### src/rtl/ifetch_pkg.sv
// Shared types and constants for the instruction fetch front-end.
package ifetch_pkg;

  localparam logic [31:0] NOP_INST   = 32'h0000_0000;
  localparam int unsigned INST_BYTES = 4;

  // One prefetch buffer entry: fetch address and the word returned for it.
  typedef struct packed {
    logic [31:0] pc;
    logic [31:0] inst;
  } fb_entry_t;

endpackage

### src/rtl/fetch_fifo.sv
// Synchronous FIFO of fetch entries with flush; flush beats push, pop may coincide.
module fetch_fifo
  import ifetch_pkg::*;
#(
  parameter int unsigned DEPTH = 2,
  localparam int unsigned PTR_W = $clog2(DEPTH),
  localparam int unsigned CNT_W = PTR_W + 1
) (
  input  logic             clk,
  input  logic             rst,
  input  logic             push,
  input  logic             pop,
  input  logic             flush,
  input  fb_entry_t        wdata,
  output fb_entry_t        rdata,
  output logic [CNT_W-1:0] count
);

  fb_entry_t        mem_q [DEPTH];
  logic [PTR_W-1:0] wr_ptr_q, wr_ptr_d;
  logic [PTR_W-1:0] rd_ptr_q, rd_ptr_d;
  logic [CNT_W-1:0] count_q, count_d;

  // Pointer and occupancy update; pointers wrap naturally at DEPTH.
  always_comb begin
    wr_ptr_d = wr_ptr_q;
    rd_ptr_d = rd_ptr_q;
    count_d  = count_q;
    if (flush) begin
      wr_ptr_d = '0;
      rd_ptr_d = '0;
      count_d  = '0;
    end else begin
      if (push) wr_ptr_d = wr_ptr_q + PTR_W'(1);
      if (pop)  rd_ptr_d = rd_ptr_q + PTR_W'(1);
      count_d = count_q + CNT_W'(push) - CNT_W'(pop);
    end
  end

  // Control state registers.
  always_ff @(posedge clk) begin
    if (rst) begin
      wr_ptr_q <= '0;
      rd_ptr_q <= '0;
      count_q  <= '0;
    end else begin
      wr_ptr_q <= wr_ptr_d;
      rd_ptr_q <= rd_ptr_d;
      count_q  <= count_d;
    end
  end

  // Entry storage; contents are only observed through a valid occupancy.
  always_ff @(posedge clk) begin
    if (push && !flush) mem_q[wr_ptr_q] <= wdata;
  end

  assign rdata = mem_q[rd_ptr_q];
  assign count = count_q;

endmodule

### src/rtl/ifetch_unit.sv
// Instruction fetch front-end: owns the PC, fills the prefetch buffer, steers on redirect.
// Optional IFETCH_PERF_CNT_EN adds perf_fetched / perf_flushed counters.
module ifetch_unit
  import ifetch_pkg::*;
#(
  parameter logic [31:0] RESET_PC = 32'h0000_0000,
  parameter int unsigned FB_DEPTH = 2,
  localparam int unsigned CNT_W = $clog2(FB_DEPTH) + 1
) (
  input  logic             clk,
  input  logic             rst,
  output logic [31:0]      imem_addr,
  input  logic [31:0]      imem_rdata,
  input  logic             redirect_valid,
  input  logic [31:0]      redirect_pc,
  output logic             inst_valid,
  input  logic             inst_ready,
  output logic [31:0]      inst,
  output logic [31:0]      inst_pc,
  output logic [CNT_W-1:0] fb_count
`ifdef IFETCH_PERF_CNT_EN
  ,
  output logic [31:0]      perf_fetched,
  output logic [31:0]      perf_flushed
`endif
);

  logic [31:0] pc_q, pc_d;
  logic        pop_c, push_c;
  fb_entry_t   wr_entry, head;
  logic [CNT_W-1:0] count;
  logic        unused_rpc_lo;

  // Redirect targets are word aligned; the byte offset is dropped.
  assign unused_rpc_lo = ^redirect_pc[1:0];

  // Handshake and fetch decision; a full buffer still accepts when the head leaves.
  always_comb begin
    pop_c  = (count != '0) && inst_ready;
    push_c = !redirect_valid && ((count < CNT_W'(FB_DEPTH)) || pop_c);
    pc_d   = pc_q;
    if (redirect_valid)  pc_d = {redirect_pc[31:2], 2'b00};
    else if (push_c)     pc_d = pc_q + 32'(INST_BYTES);
  end

  // PC register.
  always_ff @(posedge clk) begin
    if (rst) pc_q <= RESET_PC;
    else     pc_q <= pc_d;
  end

  assign wr_entry.pc   = pc_q;
  assign wr_entry.inst = imem_rdata;

  fetch_fifo #(.DEPTH(FB_DEPTH)) u_fifo (
    .clk   (clk),
    .rst   (rst),
    .push  (push_c),
    .pop   (pop_c),
    .flush (redirect_valid),
    .wdata (wr_entry),
    .rdata (head),
    .count (count)
  );

  assign imem_addr  = pc_q;
  assign fb_count   = count;
  assign inst_valid = (count != '0);
  assign inst       = inst_valid ? head.inst : NOP_INST;
  assign inst_pc    = inst_valid ? head.pc   : 32'h0000_0000;

`ifdef IFETCH_PERF_CNT_EN
  logic [31:0] fetched_q, fetched_d;
  logic [31:0] flushed_q, flushed_d;

  // Pushes, and entries left behind (after any same-cycle pop) at each redirect.
  always_comb begin
    fetched_d = fetched_q + 32'(push_c);
    flushed_d = flushed_q;
    if (redirect_valid) flushed_d = flushed_q + 32'(count - CNT_W'(pop_c));
  end

  // Performance counter registers.
  always_ff @(posedge clk) begin
    if (rst) begin
      fetched_q <= '0;
      flushed_q <= '0;
    end else begin
      fetched_q <= fetched_d;
      flushed_q <= flushed_d;
    end
  end

  assign perf_fetched = fetched_q;
  assign perf_flushed = flushed_q;
`endif

endmodule

### config.mk
export PLATFORM = sky130hd
export DESIGN_NAME = ifetch_unit
export DESIGN_NICKNAME = d
export VERILOG_FILES = /design/src/rtl/ifetch_pkg.sv /design/src/rtl/fetch_fifo.sv /design/src/rtl/ifetch_unit.sv
export SDC_FILE = /design/constraint.sdc
export NUM_CORES = 1
export LEC_CHECK = 0
export CORE_UTILIZATION = 53
export DETAILED_ROUTE_END_ITERATION = 10
export PLACE_DENSITY = 0.85
export SLEW_MARGIN = 20
export SYNTH_ARGS = -nofsm -noshare
export SYNTH_HDL_FRONTEND = slang
export SYNTH_SLANG_ARGS = --single-unit
### constraint.sdc
create_clock -name clk -period 14.6 [get_ports clk]
set_input_delay 2.92 -clock clk [delete_from_list [all_inputs] [get_ports clk]]
set_output_delay 2.92 -clock clk [all_outputs]
set_load 0.01 [all_outputs]
# Yosys cells after proc, flatten, opt, wreduce, memory -nomap -nowiden
# Memory sizes are Yosys's and may differ from the RTL's. A register that Yosys moved wholly into a read port is not among the register bits.
# Index checks and enable logic that the tools add are counted.
# classes
n_addsub	5
n_mul	0
div	0
magnitude_cmp	1
eq_ne	0
shifts	0
muxes	8
bitwise	0
n_reduce_logical	8
# op_table
op	n
$mux 32	4
$add 32x3->32 const B	1
$mux 1	4
$reduce_bool 2->1	2
$logic_and 1x1->1	3
$add 1x1->1 const B	2
$add 2x1->2	1
$lt 2x2->1 const B	1
$reduce_or 2->1	1
$sub 2x1->2	1
$logic_not 1->1	1
$logic_or 1x1->1	1
# word_totals
regBits	36
latch_bits	0
mem_bits_rw	128
romBits	0
input_bits	68
word_cells	28
n_memories	1
# memory_table
memory	words	width	rd	rd_ports_with_merged_regs	wr	line	text
u_fifo.mem_q	2	64	1	1	1	fetch_fifo.sv:19	fb_entry_t mem_q [DEPTH];

# Longest topological paths before layout
# depth
depth_word	7
ltp_mapped	9

# Hierarchy
# From an unflattened synthesis, not the netlist that was laid out.
# unflattened
cells_unflattened	530
area_unflattened_um2	7443.4
# modules_own_cells
module	instances	cells_per_inst	area_each_um2	seq_area_each_um2
fetch_fifo	1	218	5137.4	3943.8
ifetch_unit	1	312	2306.0	600.6

# Worst setup path after synthesis
# OpenSTA, ideal clock, no wires.
# synth_path
path_kind	in2reg
startpoint	input port redirect_valid
endpoint	memory u_fifo.mem_q[0][0] (netlist name) (enable)
setup_ns	0.558
arrival_time_ns	7.819
required_time_ns	14.042
slack_ns	6.223
path_stages	4
path_buffers	3
cell_sequence	clkbuf_1 > buf_1 > buf_1 > nor3_1
# synth_via
elab_chain_cells	5
# synth_lines
item	line	text
from (decl)	ifetch_unit.sv:14	input logic redirect_valid,
$logic_not 1->1 (*)	fetch_fifo.sv:55, ifetch_unit.sv:40	
$logic_and 1x1->1	ifetch_unit.sv:40	push_c = !redirect_valid && ((count < CNT_W'(FB_DEPTH)) || pop_c);
$logic_and 1x1->1 (*)	fetch_fifo.sv:55	if (push && !flush) mem_q[wr_ptr_q] <= wdata;
$mux 1 (*)	fetch_fifo.sv:55	
$mux 1 (not written as such) (*)	fetch_fifo.sv:55	
to (decl)	fetch_fifo.sv:19	
# Every way passes the cells marked *; elsewhere a longest branch is shown, timed or not.

==> flow_summary_export.csv <==
group,metric,value,unit
synthesis,synthArstFlopShare,0,%
route,drcViolationCount,0,
clocking,clkLatencyLatePin,410,ps
min_path,min_path_type,"reg -> reg",
clocking,postCtsSetupBuffers,0,
pwr,clkPwrFrac,40.9,%
worst_setup_path,crit_required,11680,ps
final_layout,drive_gt1_share,7.66,%
grt,gr-total-overflow,0,
worst_setup_path,cp-start-kind,"register",
synthesis,synthAdderAreaFrac,0.554,%
timing,fin_skew,8.13,ps
synthesis,synth-compound-area-share,6.86,%
clocking,cts.clk_slew.worst_paths,60,ps
floorplanning,fp.dieH,115,um
clocking,cts_buffers,17,
floorplanning,initial_core_util,55.5,%
floorplanning,core,12200,um2
synthesis,syn_avg_cell_area,12.8,um2
pwr,seqPwrFrac,47.5,%
job,drv_cap,0,
route,avgViaCountPerCell,5.68,
pwr,p_sw,254,uW
synthesis,yosysWarnings,0,
pwr,swShare,22.6,%
synthesis,synthSimpleGateAreaFrac,13.7,%
timing,final.min_clock_period,5250,ps
place,hpwl,9.50,mm
worst_setup_path,path_max_fanout,36,
final_layout,area_growth_syn_to_layout,35.1,%
pwr,power.total,1130,uW
timing,relSlewSlack,41.9,%
route,num_vias,4881,
clocking,cts_resized,0,
synthesis,syn_inst,527,
min_path,hold_start,"imem_addr[11]",
timing,rsz0062_at_grt,"no",
synthesis,synth_xor_area_share,1.42,%
synthesis,synth_top_family_by_area,"simple AND/OR/NAND/NOR gates",
pwr,internal-power,873,uW
place,gp_congestion,0.832,
clocking,cts.sink_count,159,
final_layout,finalCoreUtilization,74.9,%
timing,slew_violations,0,
floorplanning,pin_count,167,
place,io_buffers,160,
timing,timing.final.crit_share,36.0,%
floorplanning,rows,40,
final_layout,num_antenna_cells,0,
timing,setup_viol,0,
synthesis,yosysUniqueCellTypes,53,
clocking,cts_tree,"built",
synthesis,synthFlopType,"edfxtp_1",
clocking,ctsRootBufferMaster,"clkbuf_16",
synthesis,ys_ff_latch,159,
route,routed_wl,15.1,mm
outcome,outcome,"completed",
grt,grt_usage,23.5,%
worst_setup_path,setup.worst_path.class,"reg -> out",
timing,max_freq,190,MHz
timing,tightestPinTransition,871,ps
route,drt_pass1_iterations,5,
floorplanning,die_area,13200,um2
final_layout,fin_nets,750,
route,ant_nets,0,
pwr,cellLeakagePower,0.00299,uW
synthesis,syn_area,6770,um2
floorplanning,die_w,115,um
pwr,irDropWorstVdd,0.0731,mV
synthesis,synth.mux.area_fraction,9.16,%
pwr,p_comb_share,11.6,%
grt,grt_max_degree,63,
synthesis,synth_edf_count,124,
grt,grt_pass1_vias,4679,
synthesis,synth_seq_area_share,65.3,%
timing,tns,0,ps
worst_setup_path,worst-endpoint-arrival,2330,ps
grt,grt_pass1_wl,23.5,mm
route,wl_per_cell,17.5,um
worst_setup_path,r2r-start,"u_fifo.count[1]",
worst_setup_path,end_kind,"primary output",
clocking,htreeDepth,4,
pwr,power_density,123,nW/um2
clocking,cts_hold_buf,0,
clocking,clock_path_buffers,2,
route,drt_iter0_markers,474,
grt,antenna_found_initial,0,
timing,hold_viol,0,
## stage by stage
stage,std cells,hold slack [ps],cell area (um2),worst slack (ps)
floorplan,530,515,6780,6220
global placement,827,520,8500,9280
detailed placement,827,524,8500,9230
CTS,859,535,9130,9150
global route,860,550,9150,9270
finish,860,544,9150,9350
## logic make-up (layout without fill, tap and decap cells)
kind of cell / count (synthesis) / in the layout
simple gates: 187 / 187
xor+xnor: 11 / 11
mux: 62 / 62
flops: 159 / 159
compound gates: 57 / 57
other cells: 1 / 4
fa+ha+maj: 3 / 3
buf+inv: 47 / 209
## critical path, stage by stage, from the launching register on
cell	delay (ps)
dfxtp_4	690
buf_12	340
mux2i_1	130
nor2_1	160
clkdlybuf4s50_1	590
## area by class of cell
cell class	count	area, um2
Sequential cell	159	4430
Fill cell	802	3070
Multi-Input combinational cell	324	2180
Timing Repair Buffer	168	1670
Clock buffer	19	433
Tap cell	168	210
Clock inverter	13	191
Inverter	9	33.8
## placed cells by master (no fill, tap or decap), types with 12 or more instances in the layout
cell / count
nor2_1: 87
dfxtp_1: 34
mux2i_1: 62
clkbuf_16: 17
nand4_1: 13
nand3_1: 14
nand2_1: 17
clkdlybuf4s50_1: 160
edfxtp_1: 124
nor3_1: 12
## registers in the layout (all words and copies together) (netlist names), named ones only
name             flops
imem_addr           30
u_fifo.count         2
u_fifo.mem_q       124
u_fifo.rd_ptr_q      1
u_fifo.wr_ptr_q      1
## layer usage
layer / GRT usage (%) / up-vias / part of all wire (%)
met5: 0 / - / 0
met4: 9.35 / 0 / 2.4
met3: 4.85 / 32 / 6.4
met2: 39.6 / 223 / 49
met1: 29.9 / 2339 / 42
li1: - / 2287 / -
## final timing paths
path / cells past startpoint / end / slack, ps
max: 4 / inst_pc[7] / 9350
min: 0 / u_fifo.mem_q[1][43] / 540
max reg2reg: 4 / imem_addr[27] / 12140
min reg2reg: 0 / u_fifo.mem_q[1][43] / 540
## power groups by stage
stage / logic [uW] / registers (uW) / clock network, uW
floorplan: 59.3 / 543 / 0
global placement: 126 / 544 / 0
detailed placement: 129 / 546 / 0
CTS: 130 / 537 / 465
global route: 141 / 538 / 486
finish: 131 / 536 / 461
## cell usage after synthesis (all sizes together) (2+ instances only)
library cell  count  area share [%]
edfxtp          124              55
nor2             88             4.9
mux2i            62             9.2
dfxtp            35              10
clkbuf           29             1.6
nand2            17            0.94
nand4            15             1.8
nand3            14             1.0
nor3             13            0.96
a311oi           11             1.4
buf               9            0.79
inv               9            0.50
a211oi            7            0.78
o21ai             7            0.52
or3               7            0.67
xor2              7            0.91
nor4              6            0.55
and2              5            0.46
o31ai             5            0.55
or4               5            0.61
a311o             4            0.59
and3              4            0.39
nor2b             4            0.37
o31a              4            0.54
xnor2             4            0.52
a31oi             3            0.28
and4              3            0.39
ha                3            0.55
nand2b            2            0.18
o2111a            2            0.33
o211ai            2            0.22
o21a              2            0.22
o221a             2            0.33
(Power assumes the default switching activity.)
